## config.mk

```make
export PLATFORM = sky130hd
export DESIGN_NAME = rr_decode_arbiter
export DESIGN_NICKNAME = d
export VERILOG_FILES = /design/src/rtl/rr_arb_pkg.sv /design/src/rtl/dec2to4_en.sv /design/src/rtl/rr_decode_arbiter.sv
export SDC_FILE = /design/constraint.sdc
export NUM_CORES = 1
export LEC_CHECK = 0
export BUFFER_PORTS_ARGS = -buffer_cell sky130_fd_sc_hd__buf_4
export CORE_UTILIZATION = 45
export CTS_CLUSTER_DIAMETER = 150
export DETAILED_ROUTE_END_ITERATION = 8
export PLACE_DENSITY = 0.82
export SYNTH_ARGS = -nofsm -noshare
export SYNTH_HDL_FRONTEND = slang
export SYNTH_SLANG_ARGS = --single-unit
```

## constraint.sdc

```tcl
create_clock -name clk -period 3.5 [get_ports clk]
set_clock_uncertainty 0.2 [all_clocks]
set_input_delay 0.175 -clock clk [delete_from_list [all_inputs] [get_ports clk]]
set_output_delay 0.175 -clock clk [all_outputs]
set_load 0.01 [all_outputs]
```

## src/rtl/rr_arb_pkg.sv

```systemverilog
// Shared types and helpers for the round-robin decode arbiter.
// Holds the FSM state encoding, index width and the round-robin winner search.
package rr_arb_pkg;

    localparam int NUM_REQ = 4;
    localparam int IDX_W   = 2;

    typedef enum logic [1:0] {
        IDLE    = 2'd0,
        GRANT   = 2'd1,
        RELEASE = 2'd2
    } arb_state_t;

    // First set request bit scanning upward from last_idx+1 with wrap.
    // The 2-bit add wraps naturally, so i==NUM_REQ revisits last_idx last.
    function automatic logic [IDX_W-1:0] next_rr_idx(
        input logic [NUM_REQ-1:0] req,
        input logic [IDX_W-1:0]   last_idx
    );
        logic [IDX_W-1:0] cand;
        logic             found;
        next_rr_idx = '0;
        found       = 1'b0;
        for (int i = 1; i <= NUM_REQ; i++) begin
            cand = last_idx + IDX_W'(i);
            if (!found && req[cand]) begin
                next_rr_idx = cand;
                found       = 1'b1;
            end
        end
    endfunction

endpackage

```

## src/rtl/dec2to4_en.sv

```systemverilog
// Combinational 2-to-4 decoder with enable; drives the shared one-hot select lines.
module dec2to4_en
    import rr_arb_pkg::*;
(
    input  logic [IDX_W-1:0]   idx,
    input  logic               en,
    output logic [NUM_REQ-1:0] onehot
);

    genvar gi;
    generate
        for (gi = 0; gi < NUM_REQ; gi++) begin : g_line
            assign onehot[gi] = en && (idx == IDX_W'(gi));
        end
    endgenerate

endmodule

```

## src/rtl/rr_decode_arbiter.sv

```systemverilog
// Round-robin arbiter for 4 requesters sharing one enable-decoded resource.
// Optional forced release after MAX_HOLD grant cycles: define RR_HOLD_TIMEOUT_EN.
module rr_decode_arbiter
    import rr_arb_pkg::*;
#(
    parameter int MAX_HOLD = 16,
    parameter int CNT_W    = 5
) (
    input  logic               clk,
    input  logic               rst_n,
    input  logic [NUM_REQ-1:0] req,
    output logic [NUM_REQ-1:0] grant,
    output logic               grant_valid,
    output logic [IDX_W-1:0]   grant_idx,
    output logic [CNT_W-1:0]   hold_cnt,
    output logic               timeout
);

    generate
        if (MAX_HOLD < 2 || MAX_HOLD > 31 || (1 << CNT_W) <= MAX_HOLD) begin : g_bad_cfg
            $error("rr_decode_arbiter: MAX_HOLD must be 2..31 and below 2**CNT_W");
        end
    endgenerate

    arb_state_t       state_reg;
    logic [IDX_W-1:0] grant_idx_reg;
    logic [IDX_W-1:0] last_idx_reg;
    logic             en_reg;
    logic [CNT_W-1:0] hold_cnt_reg;

    // grant is a pure decode of registered index/enable, so it clears with reset.
    dec2to4_en u_dec (
        .idx    (grant_idx_reg),
        .en     (en_reg),
        .onehot (grant)
    );

`ifdef RR_HOLD_TIMEOUT_EN
    logic timeout_reg;
    logic others_pending;
    logic hold_at_limit;

    assign others_pending = |(req & ~grant);
    assign hold_at_limit  = (hold_cnt_reg == CNT_W'(MAX_HOLD - 1));
    assign timeout        = timeout_reg;
`else
    assign timeout = 1'b0;
`endif

    always_ff @(posedge clk or negedge rst_n) begin
        if (!rst_n) begin
            state_reg     <= IDLE;
            grant_idx_reg <= '0;
            last_idx_reg  <= IDX_W'(NUM_REQ - 1);
            en_reg        <= 1'b0;
            hold_cnt_reg  <= '0;
`ifdef RR_HOLD_TIMEOUT_EN
            timeout_reg   <= 1'b0;
`endif
        end else begin
`ifdef RR_HOLD_TIMEOUT_EN
            timeout_reg <= 1'b0;
`endif
            case (state_reg)
                IDLE, RELEASE: begin
                    hold_cnt_reg <= '0;
                    if (|req) begin
                        grant_idx_reg <= next_rr_idx(req, last_idx_reg);
                        en_reg        <= 1'b1;
                        state_reg     <= GRANT;
                    end else begin
                        en_reg    <= 1'b0;
                        state_reg <= IDLE;
                    end
                end
                GRANT: begin
                    if (!req[grant_idx_reg]) begin
                        en_reg       <= 1'b0;
                        hold_cnt_reg <= '0;
                        last_idx_reg <= grant_idx_reg;
                        state_reg    <= RELEASE;
                    end
`ifdef RR_HOLD_TIMEOUT_EN
                    else if (hold_at_limit && others_pending) begin
                        // Preempted owner becomes lowest priority for the next scan.
                        en_reg       <= 1'b0;
                        hold_cnt_reg <= '0;
                        last_idx_reg <= grant_idx_reg;
                        timeout_reg  <= 1'b1;
                        state_reg    <= RELEASE;
                    end
`endif
                    else if (hold_cnt_reg != {CNT_W{1'b1}}) begin
                        hold_cnt_reg <= hold_cnt_reg + 1'b1;
                    end
                end
                default: begin
                    en_reg       <= 1'b0;
                    hold_cnt_reg <= '0;
                    state_reg    <= IDLE;
                end
            endcase
        end
    end

    assign grant_valid = |grant;
    assign grant_idx   = grant_idx_reg;
    assign hold_cnt    = hold_cnt_reg;

endmodule

```

== After elaboration in Yosys (flattened, before gate mapping) ==
Index checks and enable logic that the tools add are counted.
Cells by class
  bitwise logic cells: 1
  $lt $le $gt $ge: 5
  $add $sub $neg: 4
  eq/ne operators: 8
  reductions and logical operators: 17
  muxes and demuxes: 32
Operators by type and width (number)
  1-bit 2-to-1 mux: 17
  2-bit by 3-bit less-than comparator with 1-bit output, second input constant: 5
  5-bit 2-to-1 mux: 3
  1-bit binary-select mux with 2-bit select: 5
  2-bit 2-to-1 mux: 5
  4-bit OR reduction: 2
  1-bit logical AND: 7
  2-bit == test, second input constant: 3
  5-bit by 1-bit adder with 5-bit output, second input constant: 1
  5-bit inequality test, second input constant: 1
  2-bit adder, second input constant: 2
  2-bit by 1-bit == test with 1-bit output, second input constant: 2
  2-bit zero test: 2
  2-bit case mux with 2 select lines: 1
  2-bit AND reduction: 2
  1-bit zero test: 3
  3-bit inequality test, second input constant: 1
  2-bit by 1-bit adder with 2-bit output, second input constant: 1
  2-bit inequality test, second input constant: 1
  1-bit case mux with 2 select lines: 1
  2-bit OR reduction: 1
  1-bit NOT: 1
Word-level totals
  word-level logic and storage cells: 72
  register bits after elaboration: 12

== Depth between registers and ports, before layout ==
Gate-level depths: netlist of run 1.
  depth in word-level cells: 19
  gate-level depth with buffers: 6

== Hierarchy ==
Synthesis of run 1 repeated with hierarchy kept, for this count alone.
Second synthesis, totals
  cell total of the unflattened synthesis: 64
  area, all modules: 688.2 sq um
By module, submodules not included
  rr_decode_arbiter: cells each 60, instances 1, area each 650.6 sq um
  dec2to4_en: cells each 4, instances 1, area each 37.5 sq um

== Worst setup path after synthesis of run 1 ==
No wires, ideal clock.
  path kind: reg-to-reg
  start: reg grant_idx_reg[0], in the netlist grant_idx[0]
  end: reg last_idx_reg[0]
  buffers on the path: 0
  cell stages (with the launch flop): 4
  arrival: 1.590 ns
  clock period less this slack: 1.875 ns
  setup slack: 1.625 ns
  cell sequence: dfrtp_1 > mux4_2 > nor3b_4 > mux2_1
Between the ends
  longest elaborated chain between the ends: 4
RTL lines
  start: declaration: line rr_decode_arbiter.sv:26  | logic [IDX_W-1:0] grant_idx_reg;
  start signal: assignment: line rr_decode_arbiter.sv:68  | grant_idx_reg <= next_rr_idx(req, last_idx_reg);
  1-bit binary-select mux with 2-bit select: line rr_decode_arbiter.sv:77  | if (!req[grant_idx_reg]) begin
  1-bit 2-to-1 mux (not written as such): line rr_decode_arbiter.sv:77
  1-bit NOT (no line)
  2-bit AND reduction (no line)
  end signal: assignment: line rr_decode_arbiter.sv:54  | last_idx_reg <= IDX_W'(NUM_REQ - 1);
  end signal: assignment: line rr_decode_arbiter.sv:80  | last_idx_reg <= grant_idx_reg;
  end: declaration: line rr_decode_arbiter.sv:27  | logic [IDX_W-1:0] last_idx_reg;
Several ways; a longest one is shown, not always the timed one. The select of a mux whose other input is x is not followed.
A chain may end at the register's enable or synchronous reset.

== Final worst setup path of run 1 ==
Ends and elaborated chain as after synthesis.

==> results of run 1 <==
==> power groups by stage <==
stage | sequential [mW] | clock, mW | combinational [mW]
detailed placement | 0.275 | 0 | 0.289
global placement | 0.271 | 0 | 0.277
finish | 0.274 | 0.107 | 0.287
global route | 0.284 | 0.116 | 0.318
CTS | 0.274 | 0.110 | 0.289
floorplan | 0.260 | 0 | 0.189
==> worst max-delay path: cells and delay by family (launching register included) <==
kind | cells | cell delay (ps)
DFF | 1 | 490
muxes | 2 | 930
and+or+nand+nor | 1 | 250
==> what timing repair did <==
| action | 4_1_cts | 5_1_grt |
|---|---|---|
| hold endpoints to repair | 12 | 0 |
| endpoints found under the setup margin | 0 | 0 |
| hold buffers | 1 | 0 |
| setup buffers | 0 | 0 |
==> worst paths after layout <==
check                      slack (ps)  cells after the start                startpoint                           to
setup / recovery                 1570                      3  grant_idx[0]$_DFFE_PN0P_  last_idx_reg[0]$_DFFE_PN1P_
hold / removal                     60                      3                    req[3]           en_reg$_DFFE_PN0P_
setup reg to reg                 1570                      3  grant_idx[0]$_DFFE_PN0P_  last_idx_reg[0]$_DFFE_PN1P_
hold reg to reg                   300                      1  state_reg[1]$_DFFE_PN0P_     state_reg[1]$_DFFE_PN0P_
max in group asynchronous        2800                      2                     rst_n  last_idx_reg[1]$_DFFE_PN1P_
min in group asynchronous          80                      2                     rst_n      hold_cnt[0]$_DFFE_PN0P_
==> placed cells by master (no fill, tap or decap), types with 2 or more instances in the layout <==
master                     instances
sky130_fd_sc_hd__buf_4            17
sky130_fd_sc_hd__mux2i_1           3
sky130_fd_sc_hd__xor2_1            2
sky130_fd_sc_hd__nor2_1            8
sky130_fd_sc_hd__ha_1              2
sky130_fd_sc_hd__nor2b_1           2
sky130_fd_sc_hd__nand2_1           5
sky130_fd_sc_hd__and3_1            2
sky130_fd_sc_hd__o21ai_0           2
sky130_fd_sc_hd__clkbuf_4          3
sky130_fd_sc_hd__dfstp_2           2
sky130_fd_sc_hd__xnor2_1           2
sky130_fd_sc_hd__a21oi_1           2
sky130_fd_sc_hd__dfrtp_1          10
sky130_fd_sc_hd__inv_1             3
==> cells by family (layout without fill, tap and decap cells) <==
kind of cell               count (synthesis)  in the layout  share of synthesized area, %
DFF                                       12             12                          45.1
AOI/OAI and AO/OA                         10             10                          10.3
xor gates and xnor gates                   4              4                          5.22
and+or+nand+nor                           24             24                          20.0
other                                      1              1                         0.559
adders and majority gates                  2              2                          3.73
buffers and inverters                      6             25                          3.92
muxes                                      6              6                          11.2
==> layer usage <==
layer | share of wire (%) | GRT usage (%)
met5 | 0 | 0
met4 | 0 | 2.50
met3 | 3.7 | 5.00
met2 | 50 | 37.3
met1 | 47 | 24.1
==> per-stage QoR <==
step | instances | power [mW]
4_1_cts | 99 | 0.673
6_report | 99 | 0.669
3_3_place_gp | 94 | 0.549
3_5_place_dp | 94 | 0.564
5_1_grt | 99 | 0.718
2_1_floorplan | 65 | 0.449
==> layout make-up <==
cell class | count | area, um2
clock buffers | 4 | 36.3
flip-flops and latches | 12 | 303
repair buffers | 18 | 138
multi-input cells | 47 | 342
inverters | 3 | 11.3
fillers | 125 | 502
well taps | 15 | 18.8
==> results, run 1 <==
- The maximum clock frequency is 518 MHz.
- The fraction of power consumed by combinational cells is 42.9%.
- The worst setup path is launched from a flop.
- The vertical die dimension is 40.6 um.
- The core region area is 1350 um2.
- The final-report hold violation count came to 0.
- The post-synthesis sequential element count is 12.
- The proportion of synthesized chip area in sequential cells is 45.1%.
- The initial antenna violation count was 0.
- In this run, synthesis inferred 0 flip-flops with an integrated enable.
- The final critical-path setup slack is 1570 ps.
- The cell area that synthesis handed to floorplanning was 671 um2.
- The initialized floorplan defines 13 standard-cell rows.
- The die is 40.6 um wide.
- After technology mapping, the gate count stands at 65.
- The TritonCTS clock tree is done.
- The worst min-delay path category is in2reg.
- The number of distinct library cell variants in the gate-level netlist after synthesis is 32.
- CTS built an H-tree with a depth of 1.
- The final critical-path required period is 1930 ps.
- The critical path capture point type is a flop.
- 0 antenna diodes ended up in the layout.
- The mean cell area of the mapped netlist is 10.3 um2.
- The data arrival time at the worst-slack endpoint is 1920 ps.
- The number of top-level design ports is 19.
- The clock input transition at the sequential cells of the worst setup and hold paths is 80 ps.
- The via count of the first global-routing pass is 492.
- Setup violations remaining at the end of the flow were counted as 0.
- For this design the static power due to leakage is 0.404 nW.
- By count the netlist is led by sky130_fd_sc_hd__dfrtp_1, sky130_fd_sc_hd__nor2_1, sky130_fd_sc_hd__nand2_1.
- The share of total power in sequential cells is 41.0%.
- For this block, the routed nets add up to 1310 um of wire.
- The final clock period utilization by the worst path is 55.1%.
- The most used standard cell by instance count after synthesis is sky130_fd_sc_hd__dfrtp_1.
- Setup total negative slack on the finished layout was measured at 0 ps.
- The flow ran to the end, and the final reports show no timing, DRC or antenna violations.
- Walking the worst path, the cells encountered are mux4_2 > nor3b_4 > mux2_1.
- Timing analysis after detailed placement gives a worst setup slack of 1560 ps.
- Port buffering added 17 buffers.
- The number of nets in the synthesized netlist is 73.
- The buffer cell driving the clock tree root is sky130_fd_sc_hd__clkbuf_4.
- After the first detailed-routing iteration, the DRC count stood at 8.
- The internal power of the cells totals 416 uW.
- The worst setup path is of the reg2reg kind.
- The area growth from synthesis to layout is 26.5%.
- Buffers inserted during clock tree synthesis total 3.
- Yosys attributes the largest share of cell area to sky130_fd_sc_hd__dfrtp_1, sky130_fd_sc_hd__dfstp_2, sky130_fd_sc_hd__mux2i_1, sky130_fd_sc_hd__nor2_1, sky130_fd_sc_hd__ha_1.
- Among all flip-flop cells after synthesis, the most frequent one is sky130_fd_sc_hd__dfrtp_1.
- The later pin in the worst-skew pair is clocked with a latency of 260 ps.
- In the routed layout, each cell is associated on average with a via count of 5.51.
- Entering global routing, the biggest net connects 13 pins.
- The detail route stage leaves a number of antenna-violating nets equal to 0.
- The cell area power density is 788 nW/um2.
- For this configuration, the core starts out at a cell density of 49.7%.
- Of all cell types, the one taking the most synthesized area is sky130_fd_sc_hd__dfrtp_1.
- After detailed placement, the total cell area comes to 802 um2.
- The cell area after layout is 848 um2.
- The register with the most flip-flops in the layout has 5 of them.
- The max-slew violation count is 0.
- The longest individual stage delay on the worst path is 590 ps.
- The area share of the leading cell type in the synthesized netlist is 37.3%.
- The number of maximum-capacitance violations is 0.
- The total number of yosys warnings is 0.
- The worst hold slack is 64.4 ps.
- The net switching component of the power is 253 uW.
- The number of buffers on the longest clock path is 2.
- Setup repair after global routing left no endpoint under its margin.
- The die covers 1650 um2.
- Of all flip-flops after synthesis, the portion carrying an async set or reset was 100%.
- The final cell utilization of the core is 62.8%.
- Global routing finished with a remaining overflow of 0.
- Of the total power, the clock network draws 16.1%.
- The count of nets after finishing is 93.
- The estimated wirelength of the detail-placed design is 1020 um.
- The highest ir drop seen on vdd is 0.000590 V.
- The data required time of the worst path is 3490 ps.
- The first global-routing pass estimated 2150 um of wire.
- The share of cells above drive strength 1 is 31.0%.
- The weighted congestion reported at the end of routability-driven placement is 0.767.
- The average detailed-routed wire length per instance is 13.2 um.
- The count of vias placed by the detailed router is 545.
- The first-pass detailed-route iteration total is 4.
- The standard cell with the maximum stage delay on the critical path is sky130_fd_sc_hd__mux4_2.
- In the routed design, unresolved DRC markers number 0.
- The post-cts sizing count is 0.
- Along the worst path, the maximum fanout reaches 8.
- The global router's overall resource usage is 20.3%.
- The share of total power consumed by net switching is 37.8%.
- The number of sinks on the clock net is 12.
Note: power is estimated with default switching activity, not from simulation.
==> run 2, diff against run 1 <==
--- a/config.mk
+++ b/config.mk
@@ -6,10 +6,10 @@
 export NUM_CORES = 1
 export LEC_CHECK = 0
 export BUFFER_PORTS_ARGS = -buffer_cell sky130_fd_sc_hd__buf_4
-export CORE_UTILIZATION = 45
+export CORE_UTILIZATION = 44
 export CTS_CLUSTER_DIAMETER = 150
 export DETAILED_ROUTE_END_ITERATION = 8
-export PLACE_DENSITY = 0.82
+export PLACE_DENSITY = 0.83
 export SYNTH_ARGS = -nofsm -noshare
 export SYNTH_HDL_FRONTEND = slang
 export SYNTH_SLANG_ARGS = --single-unit
==> constraint.sdc (replaced) <==
create_clock -name clk -period 1.57 [get_ports clk]
set_clock_uncertainty 0.2 [all_clocks]
set_input_delay 0.0785 -clock clk [delete_from_list [all_inputs] [get_ports clk]]
set_output_delay 0.0785 -clock clk [all_outputs]
set_load 0.01 [all_outputs]
==> run 2 against run 1 <==
Against the previous run: the run now ends with setup timing left; register-to-register slack lost 1700 ps; final area grew 23%; flip-flop and latch count is the same; largest power group unchanged; highest routed layer is now met4; hold slack lost 51 ps; first-iteration DRC count grew 25%.
==> results, run 2 (synthesis results as in run 1) <==
- The full die area came to 1680 um2 (was 1650 um2).
- The clock share of power is 13.8% (was 16.1%).
- The cell area after layout is 1040 um2 (was 848 um2).
- The estimated wirelength of the detail-placed design was 1090 um (was 1020 um).
- The die width is 41.0 um (was 40.6 um).
- The number of cell rows came to 13 (unchanged).
- The clock input transition at the sequential cells of the worst setup and hold paths is 70 ps (was 80 ps).
- The start-to-end type of the worst setup path is reg2reg (unchanged).
- The via count of the first global-routing pass is 582 (was 492).
- The count of nets after finishing is 109 (was 93).
- The final critical-path setup slack came to -169 ps (was 1570 ps).
- The number of buffers on the longest clock path is 2 (unchanged).
- The cell area power density is 1700 nW/um2 (was 788 nW/um2).
- The placed cell area was 898 um2 (was 802 um2).
- The final-report hold violation count is 0 (unchanged).
- The area occupied by multi-input gates is 397 um2 (was 342 um2).
- The worst min-delay path category is in2reg (unchanged).
- Status: finished with violations (was completed).
- The detailed router's first-iteration violation count was 10 (was 8).
- The area of all sequential standard cells is 304 um2 (was 303 um2).
- The initial core utilization is 49.1% (was 49.7%).
- The number of remaining DRC errors is 0 (unchanged).
- Setup repair after global routing missed its margin: true (was false).
- The average detailed-routed wire length per instance is 14.6 um (was 13.2 um).
- The area overhead of the layout relative to synthesis is 55.8% (was 26.5%).
- The port buffer count was 17 (unchanged).
- The internal power summed over all cells is 1.12 mW (was 416 uW).
- The CTS buffer count was 3 (unchanged).
- The global router's overall resource usage is 23.4% (was 20.3%).
- The remaining antenna violation count after routing is 0 (unchanged).
- The most common library cell in the layout ignoring fill and taps is sky130_fd_sc_hd__buf_4 (unchanged).
- The initial antenna violation count is 0 (unchanged).
- The fill cell instance count of the final layout was 93 (was 125).
- The clock insertion delay at the later pin of the skew report came to 280 ps (was 260 ps).
- The share of total power in sequential cells is 32.2% (was 41.0%).
- The critical path capture point type was a flop (unchanged).
- The data required time of the worst path came to 1580 ps (was 3490 ps).
- The highest ir drop seen on vdd was 0.00136 V (was 0.000590 V).
- The overall overflow remaining after global route is 0 (unchanged).
- The data arrival time at the worst-slack endpoint is 1750 ps (was 1920 ps).
- The routed wire length came to 1680 um (was 1310 um).
- The total negative setup slack is -507 ps (was 0 ps).
- The maximum number of pins on one net before global-route repair came to 11 (was 13).
- The type of element launching the critical path is a flop (unchanged).
- The maximum clock frequency came to 575 MHz (was 518 MHz).
- The worst path buffer plus inverter count is 0 (unchanged).
- The longest individual stage delay on the worst path is 540 ps (was 590 ps).
- The share of cells above drive strength 1 was 50.0% (was 31.0%).
- The count of vias placed by the detailed router is 635 (was 545).
- The average vias per placed instance came to 5.52 (was 5.51).
- The core region area was 1370 um2 (was 1350 um2).
- The vertical die dimension came to 41.0 um (was 40.6 um).
- Worst-path cell chain: mux4_2 > nor3b_4 > mux2_1 (unchanged).
- The TritonCTS clock tree is done (unchanged).
- The global-route wire length before repair was 2410 um (was 2150 um).
- The number of maximum-capacitance violations came to 0 (unchanged).
- The fraction of power consumed by combinational cells is 54.0% (was 42.9%).
- The number of flip-flops under the largest register name came to 5 (unchanged).
- Top library cells by usage in the layout, fill and taps aside: sky130_fd_sc_hd__buf_4, sky130_fd_sc_hd__dfrtp_1, sky130_fd_sc_hd__nor2_1 (unchanged).
- The buffer cell driving the clock tree root is sky130_fd_sc_hd__clkbuf_4 (unchanged).
- The final reports fail on setup timing.
- The standby leakage power is 0.486 nW (was 0.404 nW).
- The maximum fanout count along the critical path came to 2 (was 8).
- The number of H-tree levels is 1 (unchanged).
- The largest delay contributor family on the critical path is multiplexers (unchanged).
- The weighted congestion reported at the end of routability-driven placement came to 0.704 (was 0.767).
- The number of failing setup endpoints in the final timing report is 7 (was 0).
- The first-pass detailed-route iteration total is 4 (unchanged).
- The share of total power consumed by net switching is 37.2% (was 37.8%).
- The standard cell with the maximum stage delay on the critical path is sky130_fd_sc_hd__mux4_2 (unchanged).
- The number of top-level design ports is 19 (unchanged).
- The number of sinks on the clock net is 12 (unchanged).
- The max-slew violation count was 0 (unchanged).
- The final critical-path required period came to 1740 ps (was 1930 ps).
- The final cell utilization of the core is 76.5% (was 62.8%).
- The antenna cell count came to 0 (unchanged).
- The net switching component of the power is 663 uW (was 253 uW).
- The final clock period utilization by the worst path is 111% (was 55.1%).
==> run 2: worst register-to-register path: stages (launching register included) <==
cell                      delay, ps
sky130_fd_sc_hd__dfrtp_2        380
sky130_fd_sc_hd__mux4_2         540
sky130_fd_sc_hd__nor3b_4        210
sky130_fd_sc_hd__mux2_1         340
==> run 2: cell type report <==
type / count / area share [%]
flip-flops and latches: 12 / 29.1
well taps: 15 / 1.80
repair buffers: 34 / 26.6
clock buffers: 4 / 3.47
multi-input cells: 47 / 38.0
inverters: 3 / 1.08
==> run 2: layer usage <==
layer,GRT usage [%],part of all wire (%)
met4,11.7,2.5
met3,7.61,3.8
met1,21.2,38
met2,44.9,55
met5,0,0
==> run 2: final timing paths <==
kind	depth (start not counted)	slack, ps	startpoint	end
max in group asynchronous	3	180	rst_n	grant_idx[0]$_DFFE_PN0P_
min	3	10	req[0]	grant_idx[1]$_DFFE_PN0P_
max reg2reg	3	-170	grant_idx[0]$_DFFE_PN0P_	last_idx_reg[0]$_DFFE_PN1P_
max	3	-170	grant_idx[0]$_DFFE_PN0P_	last_idx_reg[0]$_DFFE_PN1P_
min in group asynchronous	2	80	rst_n	last_idx_reg[1]$_DFFE_PN1P_
min reg2reg	1	370	state_reg[0]$_DFFE_PN0P_	en_reg$_DFFE_PN0P_
==> run 2: repair_timing <==
action / in CTS / in global routing
endpoints found under the hold margin: 13 / 0
pin swaps: 5 / 4
setup endpoints to repair: 9 / 11
buffers inserted: 2 / 2
hold buffers: 3 / 0
gates resized for setup: 5 / 7
==> run 2: power by group through the flow <==
stage | clock (mW) | combinational (mW) | sequential (mW)
CTS | 0.251 | 0.852 | 0.572
global placement | 0 | 0.760 | 0.562
floorplan | 0 | 0.424 | 0.584
detailed placement | 0 | 0.788 | 0.572
finish | 0.247 | 0.961 | 0.573
global route | 0.267 | 1.05 | 0.592
==> run 2: through the flow <==
| step | hold slack (ps) | std cells | power [mW] | setup WS [ps] |
|---|---|---|---|---|
| final | 13.8 | 115 | 1.78 | -169 |
| after global routing | 12.1 | 115 | 1.91 | -205 |
| after CTS | 11.2 | 113 | 1.68 | -162 |
| after detailed placement | -271 | 104 | 1.36 | -148 |
| after global placement | -279 | 104 | 1.32 | -116 |
| after floorplan | -417 | 65 | 1.01 | -237 |
==> run 3, diff against run 2 <==
--- a/config.mk
+++ b/config.mk
@@ -6,10 +6,11 @@
 export NUM_CORES = 1
 export LEC_CHECK = 0
 export BUFFER_PORTS_ARGS = -buffer_cell sky130_fd_sc_hd__buf_4
-export CORE_UTILIZATION = 44
+export CORE_UTILIZATION = 35
 export CTS_CLUSTER_DIAMETER = 150
 export DETAILED_ROUTE_END_ITERATION = 8
-export PLACE_DENSITY = 0.83
+export PLACE_DENSITY = 0.71
+export REMOVE_ABC_BUFFERS = 1
 export SYNTH_ARGS = -nofsm -noshare
 export SYNTH_HDL_FRONTEND = slang
 export SYNTH_SLANG_ARGS = --single-unit
==> run 3 against run 2 <==
Against the previous run: the flow still finishes with violations (setup timing); sequential share of layout area down 0.085 points; first-iteration DRC count down 20%; power down 4.4%; non-clock buffer count down 2; sequential power down 2%; final cell count up 7.0%; routed wire length down 13%.
==> results, run 3 (synthesis results as in run 1) <==
- The cell area power density is 1630 nW/um2 (was 1700 nW/um2).
- The overall overflow remaining after global route is 0 (unchanged).
- The fill cell instance count of the final layout is 161 (was 93).
- The initial antenna violation count is 0 (unchanged).
- Failing checks: setup timing (unchanged).
- The initial core utilization came to 38.0% (was 49.1%).
- Status: finished with violations (unchanged).
- The capture point of the worst reg-to-reg path is last_idx_reg[0]$_DFFE_PN1P_ (unchanged).
- The critical register-to-register path startpoint is grant_idx[0]$_DFFE_PN0P_ (unchanged).
- The area overhead of the layout relative to synthesis is 55.6% (was 55.8%).
- The weighted congestion reported at the end of routability-driven placement is 0.728 (was 0.704).
- The standby leakage power is 0.474 nW (was 0.486 nW).
- The most common library cell in the layout ignoring fill and taps is sky130_fd_sc_hd__buf_4 (unchanged).
- The final critical-path setup slack was -152 ps (was -169 ps).
- The share of cells above drive strength 1 is 49.0% (was 50.0%).
- The count of nets after finishing was 107 (was 109).
- The port buffer count was 17 (unchanged).
- The TritonCTS clock tree is done (unchanged).
- The data arrival time at the worst-slack endpoint is 1720 ps (was 1750 ps).
- The number of remaining DRC errors came to 0 (unchanged).
- The number of failing setup endpoints in the final timing report came to 6 (was 7).
- The startpoint of the tightest hold check path is req[0] (unchanged).
- The remaining antenna violation count after routing is 0 (unchanged).
- The count of vias placed by the detailed router came to 586 (was 635).
- The area of all sequential standard cells is 303 um2 (was 304 um2).
- The number of cells on the worst reg-to-reg path was 3 (unchanged).
- The estimated wirelength of the detail-placed design is 1090 um (about the same).
- The max-slew violation count was 0 (unchanged).
- The data required time of the worst path came to 1570 ps (was 1580 ps).
- The number of sinks on the clock net is 12 (unchanged).
- The average vias per placed instance was 4.76 (was 5.52).
- Top library cells by usage in the layout, fill and taps aside: sky130_fd_sc_hd__buf_4, sky130_fd_sc_hd__dfrtp_1, sky130_fd_sc_hd__nor2_1 (unchanged).
- The buffer cell driving the clock tree root is sky130_fd_sc_hd__clkbuf_4 (unchanged).
- The final clock period utilization by the worst path was 110% (was 111%).
- The clock insertion delay at the later pin of the skew report is 270 ps (was 280 ps).
- The antenna cell count came to 0 (unchanged).
- The final-report hold violation count is 0 (unchanged).
- The number of cell rows is 15 (was 13).
- The core region area was 1760 um2 (was 1370 um2).
- The routed wire length is 1470 um (was 1680 um).
- The highest ir drop seen on vdd was 0.000913 V (was 0.00136 V).
- The first-pass detailed-route iteration total was 4 (unchanged).
- The maximum fanout count along the critical path is 2 (unchanged).
- The final critical-path required period came to 1720 ps (was 1740 ps).
- The clock input transition at the sequential cells of the worst setup and hold paths came to 70 ps (about the same).
- The global-route wire length before repair came to 2390 um (was 2410 um).
- The die width came to 45.8 um (was 41.0 um).
- The cell area after layout is 1040 um2 (about the same).
- The number of H-tree levels was 1 (unchanged).
- Setup repair after global routing missed its margin: true (unchanged).
- The placed cell area is 912 um2 (was 898 um2).
- The critical path capture point type is a flop (unchanged).
- The maximum number of pins on one net before global-route repair is 11 (unchanged).
- The number of cells traversed by the worst hold path is 3 (unchanged).
- The start-to-end type of the worst setup path is reg2reg (unchanged).
- The maximum clock frequency is 581 MHz (was 575 MHz).
- The number of flip-flops under the largest register name is 5 (unchanged).
- The number of maximum-capacitance violations is 0 (unchanged).
- The worst min-delay path category is in2reg (unchanged).
- The detailed router's first-iteration violation count came to 8 (was 10).
- The worst hold path endpoint is grant_idx[1]$_DFFE_PN0P_ (unchanged).
- The full die area was 2100 um2 (was 1680 um2).
- The CTS buffer count is 3 (unchanged).
- The via count of the first global-routing pass is 590 (was 582).
- The type of element launching the critical path is a flop (unchanged).
- The vertical die dimension was 45.8 um (was 41.0 um).
- The slack of the worst reg-to-reg path was -150 ps (was -170 ps).
- The average detailed-routed wire length per instance is 11.9 um (was 14.6 um).
- The number of buffers on the longest clock path is 2 (unchanged).
- The worst-case setup slack after placement is -156 ps (was -148 ps).
- The number of top-level design ports is 19 (unchanged).
- The global router's overall resource usage came to 16.5% (was 23.4%).
- The area occupied by multi-input gates is 409 um2 (was 397 um2).
run 3: critical path, stage by stage, from the launching register on:
cell and delay [ps]:
sky130_fd_sc_hd__dfrtp_1 370, sky130_fd_sc_hd__mux4_2 540, sky130_fd_sc_hd__nor3b_4 220, sky130_fd_sc_hd__mux2_4 320
run 3: routing by layer:
layer,GRT usage (%),wire [um]
met5,0,0
met4,5.29,14
met3,4.76,56
met2,29.4,784
met1,18.7,612
run 3: per-stage QoR:
stage               utilization (%)  hold slack [ps]  instances  TNS [ps]  power, mW
detailed placement             51.7             -278        117      -707       1.36
global placement               51.7             -277        117      -451       1.34
global route                   59.1             30.0        123      -689       1.83
CTS                            58.4             5.74        123      -383       1.72
finish                         59.1             7.90        123      -315       1.70
floorplan                         -             -417         62     -1090      0.985
run 3: timing repair:
action / CTS / global route
gates resized for setup: 14 / 3
pin swaps: 10 / 3
hold buffers: 2 / 0
hold endpoints to repair: 12 / 0
setup endpoints to repair: 7 / 9
setup buffers: 0 / 0
run 3: how the worst max path moves through the flow:
| stage | start | end | slack, ps | depth (start not counted) |
|---|---|---|---|---|
| floorplan | grant_idx[0]$_DFFE_PN0P_ | last_idx_reg[0]$_DFFE_PN1P_ | -300 | 3 |
| global placement | grant_idx[0]$_DFFE_PN0P_ | last_idx_reg[0]$_DFFE_PN1P_ | -120 | 3 |
| detailed placement | grant_idx[0]$_DFFE_PN0P_ | last_idx_reg[0]$_DFFE_PN1P_ | -160 | 3 |
| CTS | grant_idx[0]$_DFFE_PN0P_ | last_idx_reg[0]$_DFFE_PN1P_ | -160 | 3 |
| global route | grant_idx[0]$_DFFE_PN0P_ | last_idx_reg[0]$_DFFE_PN1P_ | -200 | 3 |
| finish | grant_idx[0]$_DFFE_PN0P_ | last_idx_reg[0]$_DFFE_PN1P_ | -150 | 3 |
run 3: power by group:
part	total, mW	leakage (nW)	switching, mW	internal [mW]
clock	0.244	0.0210	0.102	0.141
combinational	0.899	0.305	0.398	0.501
sequential	0.560	0.149	0.118	0.442
total	1.70	0.474	0.619	1.08
run 3: cell type report:
| cell class | instances | share of cell area, % |
|---|---|---|
| timing repair buffer | 32 | 24.2 |
| inverter | 3 | 1.08 |
| sequential | 12 | 29.0 |
| clock buffer | 4 | 3.48 |
| multi-input combinational | 47 | 39.2 |
| tap | 25 | 3.00 |
